**src/rtl/peripheral_bus_bridge_if.sv**
```systemverilog
// peripheral_bus_bridge_if: host request/response port plus register/memory strobe port
interface peripheral_bus_bridge_if;
  logic host_req, host_ready, host_write, host_resp_valid, host_error;
  logic [31:0] host_address, host_wdata, host_rdata;
  logic reg_read, reg_write, reg_read_valid;
  logic [1:0] reg_address;
  logic [31:0] reg_data_in, reg_data_out;
  logic mem_read, mem_write, mem_read_valid;
  logic [7:0] mem_address;
  logic [31:0] mem_data_in, mem_data_out;
  modport slave (
    input host_req, host_write, host_address, host_wdata,
    input reg_read_valid, reg_data_out, mem_read_valid, mem_data_out,
    output host_ready, host_resp_valid, host_rdata, host_error,
    output reg_read, reg_write, reg_address, reg_data_in,
    output mem_read, mem_write, mem_address, mem_data_in
  );
  modport master (
    output host_req, host_write, host_address, host_wdata,
    output reg_read_valid, reg_data_out, mem_read_valid, mem_data_out,
    input host_ready, host_resp_valid, host_rdata, host_error,
    input reg_read, reg_write, reg_address, reg_data_in,
    input mem_read, mem_write, mem_address, mem_data_in
  );
endinterface

```
**src/rtl/peripheral_bus_bridge.sv**
```systemverilog
// peripheral_bus_bridge: decodes single-word host requests into register/memory strobes,
// one response per accepted request; unmapped, misaligned or unanswered reads respond with error
module peripheral_bus_bridge #(
  parameter logic [31:0] REG_BASE = 32'h0000_0000,
  parameter logic [31:0] MEM_BASE = 32'h0000_0400,
  parameter int TIMEOUT = 16
) (
  input logic clk,
  input logic reset,
  peripheral_bus_bridge_if.slave bus
);
  localparam int CW = $clog2(TIMEOUT + 1);
  typedef enum logic [1:0] {IDLE, ISSUE, WAIT, RESP} state_t;
  state_t state, state_n;
  logic wr_q, mem_q, err_q, err_n, reg_hit, mem_hit, bad, issue, vld, done;
  logic [7:0] addr_q;
  logic [31:0] wdata_q, rdata_q, rdata_n, dout;
  logic [CW-1:0] cnt_q, cnt_n;
  assign reg_hit = bus.host_address[31:4] == REG_BASE[31:4];
  assign mem_hit = bus.host_address[31:10] == MEM_BASE[31:10];
  assign bad = !(reg_hit || mem_hit) || bus.host_address[1:0] != 2'b00;
  // only the window this request targets may complete it
  assign vld = mem_q ? bus.mem_read_valid : bus.reg_read_valid;
  assign dout = mem_q ? bus.mem_data_out : bus.reg_data_out;
  assign done = cnt_q == CW'(TIMEOUT - 1);
  always_comb begin
    state_n = state;
    err_n = err_q;
    rdata_n = rdata_q;
    cnt_n = cnt_q;
    case (state)
      IDLE: begin
        state_n = bus.host_req ? (bad ? RESP : ISSUE) : IDLE;
        err_n = (bus.host_req && bad) ? 1'b1 : err_q;
        rdata_n = (bus.host_req && bad) ? '0 : rdata_q;
      end
      ISSUE: begin
        state_n = (wr_q || vld) ? RESP : WAIT;
        err_n = (wr_q || vld) ? 1'b0 : err_q;
        rdata_n = wr_q ? '0 : vld ? dout : rdata_q;
        cnt_n = '0;
      end
      WAIT: begin
        state_n = (vld || done) ? RESP : WAIT;
        err_n = vld ? 1'b0 : done ? 1'b1 : err_q;
        rdata_n = vld ? dout : done ? '0 : rdata_q;
        cnt_n = cnt_q + 1'b1;
      end
      default: state_n = IDLE;
    endcase
  end
  always_ff @(posedge clk or posedge reset) begin
    if (reset) begin
      state <= IDLE;
      wr_q <= 1'b0;
      mem_q <= 1'b0;
      err_q <= 1'b0;
      addr_q <= '0;
      wdata_q <= '0;
      rdata_q <= '0;
      cnt_q <= '0;
    end else begin
      state <= state_n;
      err_q <= err_n;
      rdata_q <= rdata_n;
      cnt_q <= cnt_n;
      if (state == IDLE && bus.host_req) begin
        wr_q <= bus.host_write;
        mem_q <= !reg_hit;
        addr_q <= bus.host_address[9:2];
        wdata_q <= bus.host_wdata;
      end
    end
  end
  assign issue = state == ISSUE;
  assign bus.host_ready = state == IDLE;
  assign bus.host_resp_valid = state == RESP;
  assign bus.host_rdata = rdata_q;
  assign bus.host_error = err_q;
  assign bus.reg_read = issue && !mem_q && !wr_q;
  assign bus.reg_write = issue && !mem_q && wr_q;
  assign bus.mem_read = issue && mem_q && !wr_q;
  assign bus.mem_write = issue && mem_q && wr_q;
  assign bus.reg_address = (issue && !mem_q) ? addr_q[1:0] : '0;
  assign bus.mem_address = (issue && mem_q) ? addr_q : '0;
  assign bus.reg_data_in = bus.reg_write ? wdata_q : '0;
  assign bus.mem_data_in = bus.mem_write ? wdata_q : '0;
endmodule

```
**src/flat_wrapper.sv**
```systemverilog
// flat-port wrapper written by rule: the top's interface ports become plain ports
module peripheral_bus_bridge_flat 
#(
  parameter logic [31:0] REG_BASE = 32'h0000_0000,
  parameter logic [31:0] MEM_BASE = 32'h0000_0400,
  parameter int TIMEOUT = 16
)
  (clk, reset, bus_host_req, bus_host_write, bus_host_address, bus_host_wdata, bus_reg_read_valid, bus_reg_data_out, bus_mem_read_valid, bus_mem_data_out, bus_host_ready, bus_host_resp_valid, bus_host_rdata, bus_host_error, bus_reg_read, bus_reg_write, bus_reg_address, bus_reg_data_in, bus_mem_read, bus_mem_write, bus_mem_address, bus_mem_data_in);
  peripheral_bus_bridge_if bus_i ();
  input logic clk;
  input logic reset;
  input wire logic [$bits(bus_i.host_req)-1:0] bus_host_req;
  input wire logic [$bits(bus_i.host_write)-1:0] bus_host_write;
  input wire logic [$bits(bus_i.host_address)-1:0] bus_host_address;
  input wire logic [$bits(bus_i.host_wdata)-1:0] bus_host_wdata;
  input wire logic [$bits(bus_i.reg_read_valid)-1:0] bus_reg_read_valid;
  input wire logic [$bits(bus_i.reg_data_out)-1:0] bus_reg_data_out;
  input wire logic [$bits(bus_i.mem_read_valid)-1:0] bus_mem_read_valid;
  input wire logic [$bits(bus_i.mem_data_out)-1:0] bus_mem_data_out;
  output wire logic [$bits(bus_i.host_ready)-1:0] bus_host_ready;
  output wire logic [$bits(bus_i.host_resp_valid)-1:0] bus_host_resp_valid;
  output wire logic [$bits(bus_i.host_rdata)-1:0] bus_host_rdata;
  output wire logic [$bits(bus_i.host_error)-1:0] bus_host_error;
  output wire logic [$bits(bus_i.reg_read)-1:0] bus_reg_read;
  output wire logic [$bits(bus_i.reg_write)-1:0] bus_reg_write;
  output wire logic [$bits(bus_i.reg_address)-1:0] bus_reg_address;
  output wire logic [$bits(bus_i.reg_data_in)-1:0] bus_reg_data_in;
  output wire logic [$bits(bus_i.mem_read)-1:0] bus_mem_read;
  output wire logic [$bits(bus_i.mem_write)-1:0] bus_mem_write;
  output wire logic [$bits(bus_i.mem_address)-1:0] bus_mem_address;
  output wire logic [$bits(bus_i.mem_data_in)-1:0] bus_mem_data_in;
  assign bus_i.host_req = bus_host_req;
  assign bus_i.host_write = bus_host_write;
  assign bus_i.host_address = bus_host_address;
  assign bus_i.host_wdata = bus_host_wdata;
  assign bus_i.reg_read_valid = bus_reg_read_valid;
  assign bus_i.reg_data_out = bus_reg_data_out;
  assign bus_i.mem_read_valid = bus_mem_read_valid;
  assign bus_i.mem_data_out = bus_mem_data_out;
  assign bus_host_ready = bus_i.host_ready;
  assign bus_host_resp_valid = bus_i.host_resp_valid;
  assign bus_host_rdata = bus_i.host_rdata;
  assign bus_host_error = bus_i.host_error;
  assign bus_reg_read = bus_i.reg_read;
  assign bus_reg_write = bus_i.reg_write;
  assign bus_reg_address = bus_i.reg_address;
  assign bus_reg_data_in = bus_i.reg_data_in;
  assign bus_mem_read = bus_i.mem_read;
  assign bus_mem_write = bus_i.mem_write;
  assign bus_mem_address = bus_i.mem_address;
  assign bus_mem_data_in = bus_i.mem_data_in;
  peripheral_bus_bridge #(.REG_BASE(REG_BASE), .MEM_BASE(MEM_BASE), .TIMEOUT(TIMEOUT)) u_core (.clk(clk), .reset(reset), .bus(bus_i));
endmodule
```
**config.mk**
```make
export PLATFORM = sky130hd
export DESIGN_NAME = peripheral_bus_bridge_flat
export DESIGN_NICKNAME = d
export VERILOG_FILES = /design/src/rtl/peripheral_bus_bridge_if.sv /design/src/rtl/peripheral_bus_bridge.sv /design/src/flat_wrapper.sv
export SDC_FILE = /design/constraint.sdc
export NUM_CORES = 1
export LEC_CHECK = 0
export ABC_AREA = 1
export CORE_ASPECT_RATIO = 1.75
export CORE_UTILIZATION = 39
export DETAILED_ROUTE_END_ITERATION = 10
export PLACE_DENSITY = 0.81
export SLEW_MARGIN = 20
export SYNTH_ARGS = -nofsm -noshare
export SYNTH_HDL_FRONTEND = slang
export SYNTH_SLANG_ARGS = --single-unit
export TNS_END_PERCENT = 50
```
**constraint.sdc**
```tcl
create_clock -name clk -period 3 [get_ports clk]
set_input_delay 0.6 -clock clk [delete_from_list [all_inputs] [get_ports clk]]
set_output_delay 0.6 -clock clk [all_outputs]
set_load 0.03 [all_outputs]
```
==> results <==
kinds of logic after synthesis:
group           Yosys count  synth area share
buf+inv                  90           0.09197
fa+ha+maj                 6           0.01703
simple gates            339            0.3242
flops                    82            0.4655
compound gates           87            0.1013
path summary, 6_finish.rpt:
kind	startpoint	to	slack, ns	cells past startpoint
setup / recovery	u_core.mem_q	bus_mem_data_in[6]	0.16	7
hold / removal	u_core.bus.host_rdata[17]	u_core.bus.host_rdata[17]	0.47	2
setup reg to reg	u_core.cnt_q[0]	u_core.bus.host_rdata[29]	0.92	9
hold reg to reg	u_core.bus.host_rdata[17]	u_core.bus.host_rdata[17]	0.47	2
max in group asynchronous	reset	u_core.bus.host_rdata[23]	1.99	3
min in group asynchronous	reset	u_core.wdata_q[4]	0.64	3
metrics by stage:
step	setup WS (ns)	instance area [um^2]	std cells	hold WS [ns]	TNS (ns)
3_5_place_dp	0.3337	6824	955	0.4578	0
6_report	0.1558	7119	975	0.4684	0
4_1_cts	-0.003926	7088	971	0.4733	-0.003926
5_1_grt	0.008197	7119	975	0.4898	0
3_3_place_gp	0.4313	6824	955	0.4547	0
2_1_floorplan	0.2916	4408	604	0.4717	0
cell usage in the layout, fill, tap and decap left out, types with 2 or more instances in the layout:
cell and instances:
a21oi_1 37, clkinv_4 2, inv_1 50, ha_1 6
nand2_2 23, clkinvlp_4 5, nand3_1 36, clkdlybuf4s50_1 172
dlygate4sd2_1 32, o22ai_1 2, clkbuf_16 9, buf_4 51
nor2_1 96, nor3_1 3, o21ai_0 46, buf_12 2
nand2_1 173, dfrtp_1 82
power breakdown:
part	switching, W	total (W)	leakage [nW]	internal (W)
logic	0.00217	0.00330	2.30	0.00113
clock network	0.000465	0.00111	0.138	0.000650
registers	0.000226	0.00182	1.06	0.00159
total	0.00286	0.00623	3.50	0.00337
per-layer routing:
| metal | share of wire | vias up | wire length (um) | GRT usage |
|---|---|---|---|---|
| met5 | 0 | - | 0 | 0 |
| met4 | 0.038 | 0 | 509 | 0.1247 |
| met3 | 0.065 | 35 | 875 | 0.05431 |
| met2 | 0.53 | 187 | 7189 | 0.4115 |
| met1 | 0.36 | 2152 | 4927 | 0.2389 |
| li1 | - | 2341 | - | - |
registers in the layout, summed over array words and instances (netlist names):
name	flops
u_core.bus.host_rdata	32
u_core.wdata_q	32
u_core.cnt_q	5
u_core.bus.host_error	1
u_core.state	2
u_core.addr_q	8
u_core.wr_q	1
u_core.mem_q	1
worst max-delay path, cell delays in order, from the launching register on:
cell and delay [ns]:
dfrtp_1 0.39, buf_4 0.36, nand2_1 0.14, nor2_2 0.34, clkinvlp_4 0.14, buf_4 0.22, nor2_1 0.14, buf_4 0.18
what timing repair did:
action / 4_1_cts / 5_1_grt
cloned: 0 / 1
buffers inserted: 0 / 2
hold buffers: 0 / 0
setup endpoints to repair: 33 / 32
gates resized for setup: 32 / 3
area by class of cell:
class	instances	area (um^2)
antenna	1	2.502
clock buffer	9	225.2
clock inverter	7	78.83
fill	940	3920
inverter	54	210.2
multi-input combinational	432	1953
sequential	82	2052
tap	132	165.2
timing repair buffer	257	2425
timing repair inverter	1	7.507
==> impl_metrics.toml <==
[timing]
final.min_clock_period_ns = 2.844
drv_slew = 0
hold_viol_final = 0
rsz0062_at_grt = "false"
setup-violations-final = 0
slew_headroom = 0.6747
skew_ns = 0.007295
period_share = 0.9481
worstMarginPinSlew_ns = 0.4873
fmax_mhz = 351.6

[detailed_routing]
drc = 0
ant_nets = 0
drt-initial-drc-count = 205
via_per_inst = 4.836
drt_pass1_iterations = 6
wl_per_cell_um = 13.85
vias = 4715
routed_wl_um = 13500

[die]
rows = 51
ios = 247
die_h_um = 142.6
core_mm2 = 0.01104
initial_core_util = 0.3993
die-area_mm2 = 0.01175
die_w_um = 82.37

[yosys]
synth_top_area_share = 0.4655
syn_nets = 744
synth_edf_count = 0
synthCells = 604
ys_seq_area_frac = 0.4655
avgSynthCellArea_um2 = 7.298
yosysWarnings = 0
synth.area.top_cells = "dfrtp_1 (47%), nand2_1 (15%), nor2_1 (8.3%)"
ys_seq_elements = 82
synth_top_area_cell = "dfrtp_1"
yosysUniqueCellTypes = 26
synth_most_common_cell = "nand2_1"
synth.cell_area_mm2 = 0.004408
async_flop_share = 1.000
ys_top_cells_by_count = "nand2_1 (173), nor2_1 (97), dfrtp_1 (82)"
synth-main-ff-cell = "dfrtp_1"

[worst_setup_path]
critPathLaunchType = "flop"
critPathRequiredTime_ns = 2.40
cp.arrival_ns = 2.24
crit_path_end_kind = "output pin"
cp_max_fo = 35
crit_type = "flop to output pin"

[power_and_ir_drop]
power.total_w = 0.006233
p_leak_nw = 3.495
powerDensity_mw_per_mm2 = 875.6
peakVddDrop_mv = 0.5631

[finish]
finalNetCount = 977
utilization = 0.6449
drive_gt1_frac = 0.1223
syn2layout_area_growth_pct = 61.51

[clock_network]
h-tree-depth = 3
cts_root_buf = "clkbuf_16"
clock_latency_ns = 0.34
clk_pin_slew_worst_paths_ns = 0.06
cts_made_buffers = 9
cts_tree = "done"
clockBufferDepth = 2
cts_sinks = 82

[global_route]
antenna_found_initial = 1
grt_pass1_vias = 4484
grt_use_total = 0.2302
grt_pass1_wl_um = 20420
grt_overflow_total = 0
grt_max_degree = 83

[flow_run]
maxCapViolCount = 0

[place]
post-dp-hpwl_um = 9943
place.gp.congestion = 0.8290
io_buffer_count = 246

[status]
outcome = "finished, final reports clean"

[hold_path]
min_path_type = "flop to flop"
(Power assumes the default switching activity.)
